$ cat src/rtl/dmem_arbiter_pkg.sv
// -----------------------------------------------------------------------------
// dmem_arb_pkg
// Shared definitions for the DataMemory arbiter:
//   - arb_state_e : arbiter FSM state (free arbitration / locked burst)
//   - REQ_CPU, REQ_DBG : requester indices (processor LSU, debug/DMA port)
//   - idx_onehot() : converts a requester index into a one-hot grant vector
// -----------------------------------------------------------------------------
package dmem_arb_pkg;

  typedef enum logic {
    ARB    = 1'b0,
    LOCKED = 1'b1
  } arb_state_e;

  localparam int REQ_CPU = 0;
  localparam int REQ_DBG = 1;

  function automatic logic [1:0] idx_onehot(input logic idx);
    return idx ? 2'b10 : 2'b01;
  endfunction

endpackage

$ cat src/rtl/dmem_arbiter_rr_pick2.sv
// -----------------------------------------------------------------------------
// rr_pick2
// Combinational two-way round-robin selector.
// Ports:
//   req[1:0] : request vector
//   last     : index of the requester that won most recently
//   gnt[1:0] : one-hot grant, or zero when nobody requests
// On a contest the requester that did not win last time is chosen.
// -----------------------------------------------------------------------------
module rr_pick2 (
  input  logic [1:0] req,
  input  logic       last,
  output logic [1:0] gnt
);

  always_comb begin
    gnt = 2'b00;
    case (req)
      2'b01:   gnt = 2'b01;
      2'b10:   gnt = 2'b10;
      2'b11:   gnt = last ? 2'b01 : 2'b10;
      default: gnt = 2'b00;
    endcase
  end

endmodule

$ cat src/rtl/dmem_arbiter.sv
// -----------------------------------------------------------------------------
// dmem_arbiter
// Shares the single-port DataMemory between requester 0 (CPU load/store) and
// requester 1 (debug/DMA). One access per cycle, round-robin on contention,
// optional locked bursts of up to MAX_LOCK consecutive grants.
//
// Ports:
//   clk, rst            : clock, synchronous active-high reset
//   req, lock, we_i     : per-requester request / burst-lock / write enable
//   addr0/1, wdata0/1   : per-requester address and write data
//   gnt                 : combinational one-hot grant for this cycle
//   rvalid, rdata       : registered read return (cycle after the read grant)
//   mem_we/mem_A/mem_WD : drive DataMemory; mem_RD is its combinational read
//   dbg_state_o         : current arbiter FSM state
//
// Handshake: req[i] is a valid that the requester holds (with its inputs
// stable) until it sees gnt[i] in the same cycle; gnt[i] acts as ready and the
// access completes at the rising edge ending that cycle. The arbiter never
// drops a pending request; it is serviced in a later cycle.
// -----------------------------------------------------------------------------
module dmem_arbiter
  import dmem_arb_pkg::*;
#(
  parameter int NBITS    = 32,
  parameter int MAX_LOCK = 8
) (
  input  logic             clk,
  input  logic             rst,
  input  logic [1:0]       req,
  input  logic [1:0]       lock,
  input  logic [1:0]       we_i,
  input  logic [NBITS-1:0] addr0,
  input  logic [NBITS-1:0] addr1,
  input  logic [NBITS-1:0] wdata0,
  input  logic [NBITS-1:0] wdata1,
  output logic [1:0]       gnt,
  output logic [1:0]       rvalid,
  output logic [NBITS-1:0] rdata,
  output logic             mem_we,
  output logic [NBITS-1:0] mem_A,
  output logic [NBITS-1:0] mem_WD,
  input  logic [NBITS-1:0] mem_RD,
  output arb_state_e       dbg_state_o
);

  localparam int                CW      = $clog2(MAX_LOCK + 1);
  localparam logic [CW-1:0]     CNT_MAX = CW'(MAX_LOCK);
  localparam logic [CW-1:0]     CNT_ONE = CW'(1);

  arb_state_e       state_q, state_d;
  logic             owner_q, owner_d;
  logic             last_q, last_d;
  logic [CW-1:0]    lock_cnt_q, lock_cnt_d;
  logic [1:0]       rvalid_q;
  logic [NBITS-1:0] rdata_q;
  logic [NBITS-1:0] mem_a_q, mem_wd_q;

  logic [1:0]       rr_gnt;
  logic [1:0]       gnt_int;
  logic             any_gnt;
  logic             win;
  logic [1:0]       rd_grant;
  logic [CW-1:0]    cnt_inc;

  rr_pick2 u_pick (
    .req  (req),
    .last (last_q),
    .gnt  (rr_gnt)
  );

  // Grant: suppressed during reset so no write can be issued in a reset cycle.
  // While locked the other requester is blocked even if the owner idles.
  always_comb begin
    gnt_int = 2'b00;
    if (!rst) begin
      if (state_q == ARB) begin
        gnt_int = rr_gnt;
      end else if (req[owner_q]) begin
        gnt_int = idx_onehot(owner_q);
      end
    end
  end

  assign any_gnt = |gnt_int;
  assign win     = gnt_int[1];

  // Datapath mux; with no grant the address/data hold their previous values.
  always_comb begin
    mem_we = 1'b0;
    mem_A  = mem_a_q;
    mem_WD = mem_wd_q;
    if (any_gnt) begin
      mem_we = we_i[win];
      mem_A  = win ? addr1  : addr0;
      mem_WD = win ? wdata1 : wdata0;
    end
  end

  assign rd_grant = (any_gnt && !we_i[win]) ? gnt_int : 2'b00;
  assign cnt_inc  = lock_cnt_q + CNT_ONE;

  // Next-state logic for the ARB/LOCKED FSM, burst counter and round-robin
  // history. last_q equals the owner throughout a lock, so whichever way the
  // lock ends the other requester wins the next contest.
  always_comb begin
    state_d    = state_q;
    owner_d    = owner_q;
    last_d     = last_q;
    lock_cnt_d = lock_cnt_q;
    case (state_q)
      ARB: begin
        if (any_gnt) begin
          last_d = win;
          if (lock[win] && (MAX_LOCK > 1)) begin
            state_d    = LOCKED;
            owner_d    = win;
            lock_cnt_d = CNT_ONE;
          end
        end
      end
      LOCKED: begin
        if (any_gnt && (lock_cnt_q != CNT_MAX)) begin
          lock_cnt_d = cnt_inc;
        end
        if (!req[owner_q] || !lock[owner_q] || (any_gnt && (cnt_inc == CNT_MAX))) begin
          state_d    = ARB;
          last_d     = owner_q;
          lock_cnt_d = '0;
        end
      end
      default: state_d = ARB;
    endcase
  end

  always_ff @(posedge clk) begin
    if (rst) begin
      state_q    <= ARB;
      owner_q    <= 1'b0;
      last_q     <= 1'b1;
      lock_cnt_q <= '0;
      rvalid_q   <= 2'b00;
      rdata_q    <= '0;
      mem_a_q    <= '0;
      mem_wd_q   <= '0;
    end else begin
      state_q    <= state_d;
      owner_q    <= owner_d;
      last_q     <= last_d;
      lock_cnt_q <= lock_cnt_d;
      rvalid_q   <= rd_grant;
      if (|rd_grant) begin
        rdata_q <= mem_RD;
      end
      mem_a_q    <= mem_A;
      mem_wd_q   <= mem_WD;
    end
  end

  assign gnt         = gnt_int;
  assign rvalid      = rvalid_q;
  assign rdata       = rdata_q;
  assign dbg_state_o = state_q;

endmodule

$ cat config.mk
export PLATFORM = sky130hd
export DESIGN_NAME = dmem_arbiter
export DESIGN_NICKNAME = d
export VERILOG_FILES = /design/src/rtl/dmem_arbiter_pkg.sv /design/src/rtl/dmem_arbiter_rr_pick2.sv /design/src/rtl/dmem_arbiter.sv
export SDC_FILE = /design/constraint.sdc
export NUM_CORES = 1
export LEC_CHECK = 0
export CAP_MARGIN = 20
export CORE_ASPECT_RATIO = 1.1
export CORE_MARGIN = 4
export CORE_UTILIZATION = 42
export CTS_CLUSTER_DIAMETER = 150
export DETAILED_ROUTE_END_ITERATION = 12
export GPL_TIMING_DRIVEN = 0
export HOLD_SLACK_MARGIN = 0.15
export PLACE_DENSITY = 0.86
export SYNTH_ARGS = -nofsm -noshare
export SYNTH_HDL_FRONTEND = slang
export SYNTH_HIERARCHICAL = 1
export SYNTH_SLANG_ARGS = --single-unit
$ cat constraint.sdc
create_clock -name clk -period 9.31 [get_ports clk]
set_input_delay 2.793 -clock clk [delete_from_list [all_inputs] [get_ports clk]]
set_output_delay 2.793 -clock clk [all_outputs]
set_load 0.03 [all_outputs]
== Word-level counts from Yosys, hierarchy flattened ==
Index checks and enable logic that the tools add are counted.
Storage, ports and cells
  register bits after elaboration: 105
  logic and storage cells: 66
  input bits: 168
  output and inout port bits: 102
Cells by class
  eq/ne operators: 9
  order comparisons: 2
  bitwise logic cells: 1
  reductions and logical operators: 13
  $add $sub $neg: 1
  multiplexer cells: 32
Operators by type and width (count)
  $mux W32: 4
  $mux W4: 4
  $mux W1: 14
  $mux W2: 6
  $pmux W4 S2: 1
  $pmux W2 S3: 1
  $reduce_and A3 Y1: 2
  $add A4 B1 Y4 const B: 1
  $eq A2 B2 Y1 const B: 2
  $eq A4 B4 Y1 const B: 1
  $lt A1 B2 Y1 const B: 2
  $ne A2 B1 Y1 const B: 2
  $ne A4 B4 Y1 const B: 1
  $pmux W1 S2: 2
  $reduce_or A2 Y1: 2
  $logic_and A1 B1 Y1: 3
  $logic_not A1 Y1: 3
  $ne A3 B1 Y1 const B: 1
  $eq A2 B1 Y1 const B: 1
  $logic_or A1 B1 Y1: 2
  $ne A2 B2 Y1 const B: 1
  $reduce_and A2 Y1: 1
  $not A1 Y1: 1

== Depth between registers and ports, before layout ==
  depth after elaboration: 11
  depth in mapped cells: 9
  mapped depth without buffers: 7

== Hierarchy ==
Netlist, hierarchy kept.
By module, submodules not included
  dmem_arbiter: area each 4961.0 µm², sequential area each 2102.0 µm², cells each 533, times used 1
  rr_pick2: area each 18.8 µm², sequential area each 0.0 µm², cells each 3, times used 1

== Worst setup path after synthesis ==
Ideal clock, no wire load.
  path type: input-to-output
  start: input req[0]
  end: output mem_A[10]
  data required time: 6.517 ns
  stages: 6
  arrival: 4.373 ns
  path slack: 2.144 ns
  path buffers: 1
  cell sequence: a21boi_1 > nand2b_1 > a21oi_4 > buf_6 > mux2i_1 > o21ai_0
Between the ends
  cells in the longest elaborated chain, start to end: 7
  elaborated cells on any way between the ends: 12
  classes of those cells: eq/ne (3); mux (8); reduce/logical (1)
Ends and longest elaborated chain
  from (decl): RTL line dmem_arbiter.sv:29  | input logic [1:0] req,
  $mux W1 (not written as such) (2 in series): RTL line dmem_arbiter.sv:78  | end else if (req[owner_q]) begin
  $mux W2: RTL line dmem_arbiter.sv:78
  $mux W2 (*): RTL line dmem_arbiter.sv:76  | if (state_q == ARB) begin
  $mux W2 (*): RTL line dmem_arbiter.sv:75  | if (!rst) begin
  $mux W32 / $reduce_or A2 Y1 (equally long branches): RTL line dmem_arbiter.sv:94, dmem_arbiter.sv:84
  $mux W32 (*): RTL line dmem_arbiter.sv:92  | if (any_gnt) begin
  to (decl): RTL line dmem_arbiter.sv:40  | output logic [NBITS-1:0] mem_A,
Mark *: on every way between the ends. The rest lies on a longest branch, timed or not. The select of a mux whose other input is x is not followed.

== Final worst setup path ==
  start: input req[1]
  end: output mem_A[28]
Between the ends
  elaborated cells on any way between the ends: 12
  classes of those cells: eq/ne (3); mux (8); reduce/logical (1)
RTL lines
  $eq A2 B2 Y1 / $eq A2 B1 Y1 (equally long branches): RTL line dmem_arbiter_rr_pick2.sv:18  | case (req)
  $pmux W2 S3 (*): RTL line dmem_arbiter_rr_pick2.sv:18
  via rr_gnt[1]: RTL line dmem_arbiter.sv:58  | logic [1:0] rr_gnt;
  $mux W2 (*): RTL line dmem_arbiter.sv:76
  $mux W2 (*): RTL line dmem_arbiter.sv:75
  $mux W32 / $reduce_or A2 Y1 (equally long branches): RTL line dmem_arbiter.sv:94, dmem_arbiter.sv:84
  $mux W32 (*): RTL line dmem_arbiter.sv:92
Mark *: on every way through the listed nets, which the timed path passes. The rest lies on a longest branch. The select of a mux whose other input is x is not followed.

==> flow_metrics.env <==
export IMPL_status="finished, final reports clean"
export IMPL_rsz0062_at_grt="false"
export IMPL_ant_nets=0
export IMPL_root_buffer="clkbuf_16"
export IMPL_synth_avg_cell_area_sq_um=9.29
export IMPL_n_antenna_cell=0
export IMPL_critPathMaxFanout=10
export IMPL_synth_edf_count=0
export IMPL_ys_warn_count=6
export IMPL_clk_latency_ns=0.34
export IMPL_cp_num_buf_inv=5
export IMPL_numPortBuffers=269
export IMPL_area_delta_synth_final_pct=63.8
export IMPL_grt_use_total_pct=23.0
export IMPL_start_kind="primary input"
export IMPL_worst_pin_slew_ns=0.608
export IMPL_period_share_pct=94.4
export IMPL_power_mw=1.31
export IMPL_dr_pass1_iters=4
export IMPL_fmax_ghz=0.114
export IMPL_core_area_sq_um=11500
export IMPL_setup_tns_final_ns=0
export IMPL_skew_ns=0.00465
export IMPL_hp_class="reg -> reg"
export IMPL_period_needed_ns=8.79
export IMPL_clock_sinks=105
export IMPL_crit_cells=10
export IMPL_final_common_cell="clkdlybuf4s50_1"
export IMPL_cpMostUsedCell="clkdlybuf4s50_1"
export IMPL_h_tree_depth=3
export IMPL_maxSlewViolCount=0
export IMPL_dieArea_sq_um=13700
export IMPL_cts_hold_buf=0
export IMPL_synth_top_area_share_pct=42.2
export IMPL_drive_gt1_share_pct=8.77
export IMPL_cts_setup_buffers=0
export IMPL_dieHeight_um=122
export IMPL_drt_iter0_markers=182
export IMPL_gp_congestion=0.817
export IMPL_synth_async_reset_ratio_pct=0
export IMPL_yosysTopAreaCell="dfxtp_1"
export IMPL_hold_depth=2
export IMPL_critical_path_arrival_ns=6.00
export IMPL_start_util_pct=43.1
export IMPL_reg2reg_depth=9
export IMPL_critPathRequiredTime_ns=6.52
export IMPL_grt_pass1_vias=4913
export IMPL_ios=270
export IMPL_slowest_delay_ns=0.73
export IMPL_num_vias=4808
export IMPL_ys_ff_latch=105
export IMPL_setup_viol=0
export IMPL_vias_per_cell=4.95
export IMPL_cp_cell_sequence="clkdlybuf4s50_1, a21boi_0, nand2b_1, a21o_1, inv_2, buf_4, clkbuf_1, nand2_1, o21ai_2, clkdlybuf4s50_1"
export IMPL_hpwlAfterDp_um=13100
export IMPL_p_per_area_nw_per_um2=161
export IMPL_cts_resized_gates=0
export IMPL_syn_num_nets=707
export IMPL_layout_common_cells="269 x clkdlybuf4s50_1, 105 x dfxtp_1, 97 x mux2i_1, 72 x nand2_1, 64 x and2_1"
export IMPL_grt_ovfl_total=0
export IMPL_clockBufferDepth=2
export IMPL_yosysSeqAreaShare_pct=42.2
export IMPL_ys_types=47
export IMPL_path_clk_slew_ns=0.07
export IMPL_cp_end_kind="output port"
export IMPL_die_width_um=112
export IMPL_critPathKind="in -> out"
export IMPL_grt_max_degree=17
export IMPL_critPathTopFamily="buffers and inverters"
export IMPL_rows=41
export IMPL_nNetsFinal=987
export IMPL_drc_errors=0
export IMPL_cts_buffers=9
export IMPL_slew_headroom_pct=59.1
export IMPL_wl_per_cell_um=16.7
export IMPL_netlist_area_sq_um=4980
export IMPL_yosys_top_cells_area="dfxtp_1 42%, mux2i_1 19%, and2_1 8.0%"
export IMPL_cp_slowest_cell="clkdlybuf4s50_1"
export IMPL_grt_pass1_wl_um=25400
export IMPL_cap_violations=0
export IMPL_ys_flop_type="dfxtp_1"
export IMPL_postSynthCellCount=536
export IMPL_leakage_nw=3.07
export IMPL_routed_wl_um=16300
export IMPL_antenna_found_initial=0
export IMPL_cts_tree="done"
export IMPL_ir_worst_vdd_mv=0.0972
export IMPL_hold_viol_final=0
-- where the power goes --
part | switching (mW) | internal, mW
clock | 0.162 | 0.215
combinational | 0.226 | 0.212
sequential | 0.0126 | 0.482
total | 0.401 | 0.910
-- metrics by stage --
stage | std cells | utilization, % | hold slack, ns | worst slack [ns] | instance area, sq um
after floorplan | 536 | - | 0.505 | 2.14 | 4980
after global placement | 955 | 68.1 | 0.470 | 0.579 | 7860
after detailed placement | 955 | 68.1 | 0.486 | 0.509 | 7860
after CTS | 971 | 70.7 | 0.498 | 0.499 | 8160
after global routing | 971 | 70.7 | 0.525 | 0.312 | 8160
final | 971 | 70.7 | 0.497 | 0.517 | 8160
-- per-layer routing --
layer	GRT usage [%]	vias to the layer above	share of wire, %
li1	-	2385	-
met1	26.3	2203	39
met2	41.5	189	51
met3	6.76	31	7.3
met4	7.07	0	2.6
met5	0	-	0
-- cells in the mapped netlist, types with 2 or more instances --
cell type / number
nor2_1: 37
nand3b_1: 3
ha_1: 3
clkbuf_2: 2
nand3_1: 4
inv_1: 6
clkbuf_1: 16
nor3_1: 2
dfxtp_1: 105
buf_2: 8
nand4_1: 3
nor2b_1: 3
inv_2: 2
a21boi_0: 2
buf_8: 3
o21ai_2: 27
buf_6: 7
o21ai_1: 15
nand2_1: 72
o21ai_0: 23
and2_1: 64
buf_4: 2
mux2i_1: 97
nand2b_1: 2
a21o_1: 2
a21oi_1: 4
a211o_1: 2
-- worst register-to-register path, stage by stage (launching register included) --
cell and delay (ns):
dfxtp_1 0.33, a21boi_0 0.51, nand2b_1 0.16, a21o_1 0.25, inv_2 0.13, buf_4 0.20, clkbuf_1 0.42, nand2_1 0.14
o21ai_2 0.09, and2_1 0.14
-- path summary, 6_finish.rpt --
path | startpoint | end | slack [ns]
worst max-delay path | req[1] | mem_A[28] | 0.52
worst min-delay path | rdata[1] | rdata[1] | 0.50
worst max register to register | last_q | mem_a_q[28] | 6.88
worst min register to register | rdata[1] | rdata[1] | 0.50
-- registers in the layout, indices dropped and copies added (netlist names) --
register,flops
mem_a_q,32
mem_wd_q,32
rdata,32
lock_cnt_q,4
rvalid,2
dbg_state_o,1
last_q,1
owner_q,1
-- cell families (layout without fill, tap and decap cells) --
group / after synthesis / count (layout) / synth area share [%]
mux: 98 / 98 / 19.7
flops: 105 / 105 / 42.2
simple gates: 195 / 195 / 19.2
fa+ha+maj: 3 / 3 / 0.754
compound gates: 89 / 89 / 12.5
buf+inv: 46 / 331 / 5.60
-- area by class of cell --
type	instances	area (sq um)
Inverter	8	30.0
Clock inverter	5	55.1
Tap cell	150	188
Timing Repair Buffer	269	2690
Buffer	38	249
Multi-Input combinational cell	385	2600
Clock buffer	11	243
Sequential cell	105	2100
Fill cell	902	3380
Note: power is estimated with default switching activity, not from simulation.
==> patch, RTL diff (same settings) <==
`MAX_LOCK`: 8 -> 16.
--- a/src/rtl/dmem_arbiter.sv
+++ b/src/rtl/dmem_arbiter.sv
@@ -24,3 +24,3 @@
   parameter int NBITS    = 32,
-  parameter int MAX_LOCK = 8
+  parameter int MAX_LOCK = 16
 ) (
Formal check against the unedited RTL: same outputs for any inputs over 4 cycles, from zero or initial values and one cycle with rst high; that may be too few to reach the edited logic, so the function may still have changed.
==> patch against the unedited design <==
Sequential share of layout area rose by 0.43 points; final area fell by 0.69%; total power rose by 1.4%; synthesized area fell by 1.7%; setup slack improved by 0.022 ns; combinational power fell by 8.0%; sequential cell count rose by 1; wire length rose by 6.8%; cell count rose by 4.5%; largest power group unchanged.
==> patch: results (changes against the unedited design) <==
Run status
  – Status: finished clean

Logic synthesis
  – XOR/XNOR Fraction of Synth Area: 0.179% (+0.18 points)
  – Synth Area in Compound Gates: 14.4% (+1.9 points)
  – Syn nets: 752 (+6.4%)
  – Seq/Total Area, Yosys: 43.3% (+1.1 points)
  – Post-synth top cells: nand2_1, dfxtp_1, o21ai_0

Route
  – Routed wl met2: 8960 um (+7.8%)
  – Drt first pass iters: 8 (+4)
  – Wl on met1: 6580 um (+3.8%)
  – Met3 wire length: 1450 um (+22%)
  – Via Count: 5156 (+7.2%)
  – Routed WL: 17400 um (+6.8%)

GRT
  – M1 GR Usage: 26.8% (+0.45 points)
  – First-pass GRT wire length: 27200 um (+7.2%)
  – Vias in the first global route: 5254 (+6.9%)
  – Met3 usage: 7.73% (+0.97 points)
  – Gr usage total: 24.9% (+1.8 points)

Placement
  – Gpl congestion: 0.945 (+16%)
  – Detail Placement HPWL: 13600 um (+3.8%)
  – Area post-placement: 7770 um^2 (-1.2%)
  – Dpl ws: 0.516 ns (+0.00637 ns)
  – PortBufs: 268 (-0.37%)

Power
  – VDD IR max: 0.0000799 V (-18%)

Layout
  – Non-filler instance count after layout: 1015 (+4.5%)

STA
  – Clock skew: 0.00800 ns (+0.00334 ns)
patch: changes by cell type after synthesis, sizes merged, moves of 6 or more:
cell,change
nand2,+69
mux2i,-32
nor2,-30
a21oi,+28
clkbuf,+8
buf,-6
patch: final timing paths:
path / startpoint / to / slack (ns) / cells past startpoint
setup reg to reg: last_q / mem_a_q[19] / 6.92 / 9
hold reg to reg: rdata[5] / rdata[5] / 0.45 / 2
setup / recovery: req[1] / mem_A[19] / 0.54 / 10
hold / removal: rdata[5] / rdata[5] / 0.45 / 2
patch: area by class of cell:
class / instances / area, um^2
fillers: 900 / 3340
repair buffers: 268 / 2680
multi-input cells: 425 / 2540
flip-flops and latches: 106 / 2120
clock buffers: 11 / 233
plain buffers: 40 / 193
well taps: 150 / 188
clock inverters: 5 / 103
inverters: 10 / 37.5
patch: report_power, final:
group          internal [mW]  switching [mW]
Combinational          0.191           0.213
Clock                  0.263           0.167
Sequential             0.485          0.0118
Total                  0.938           0.391
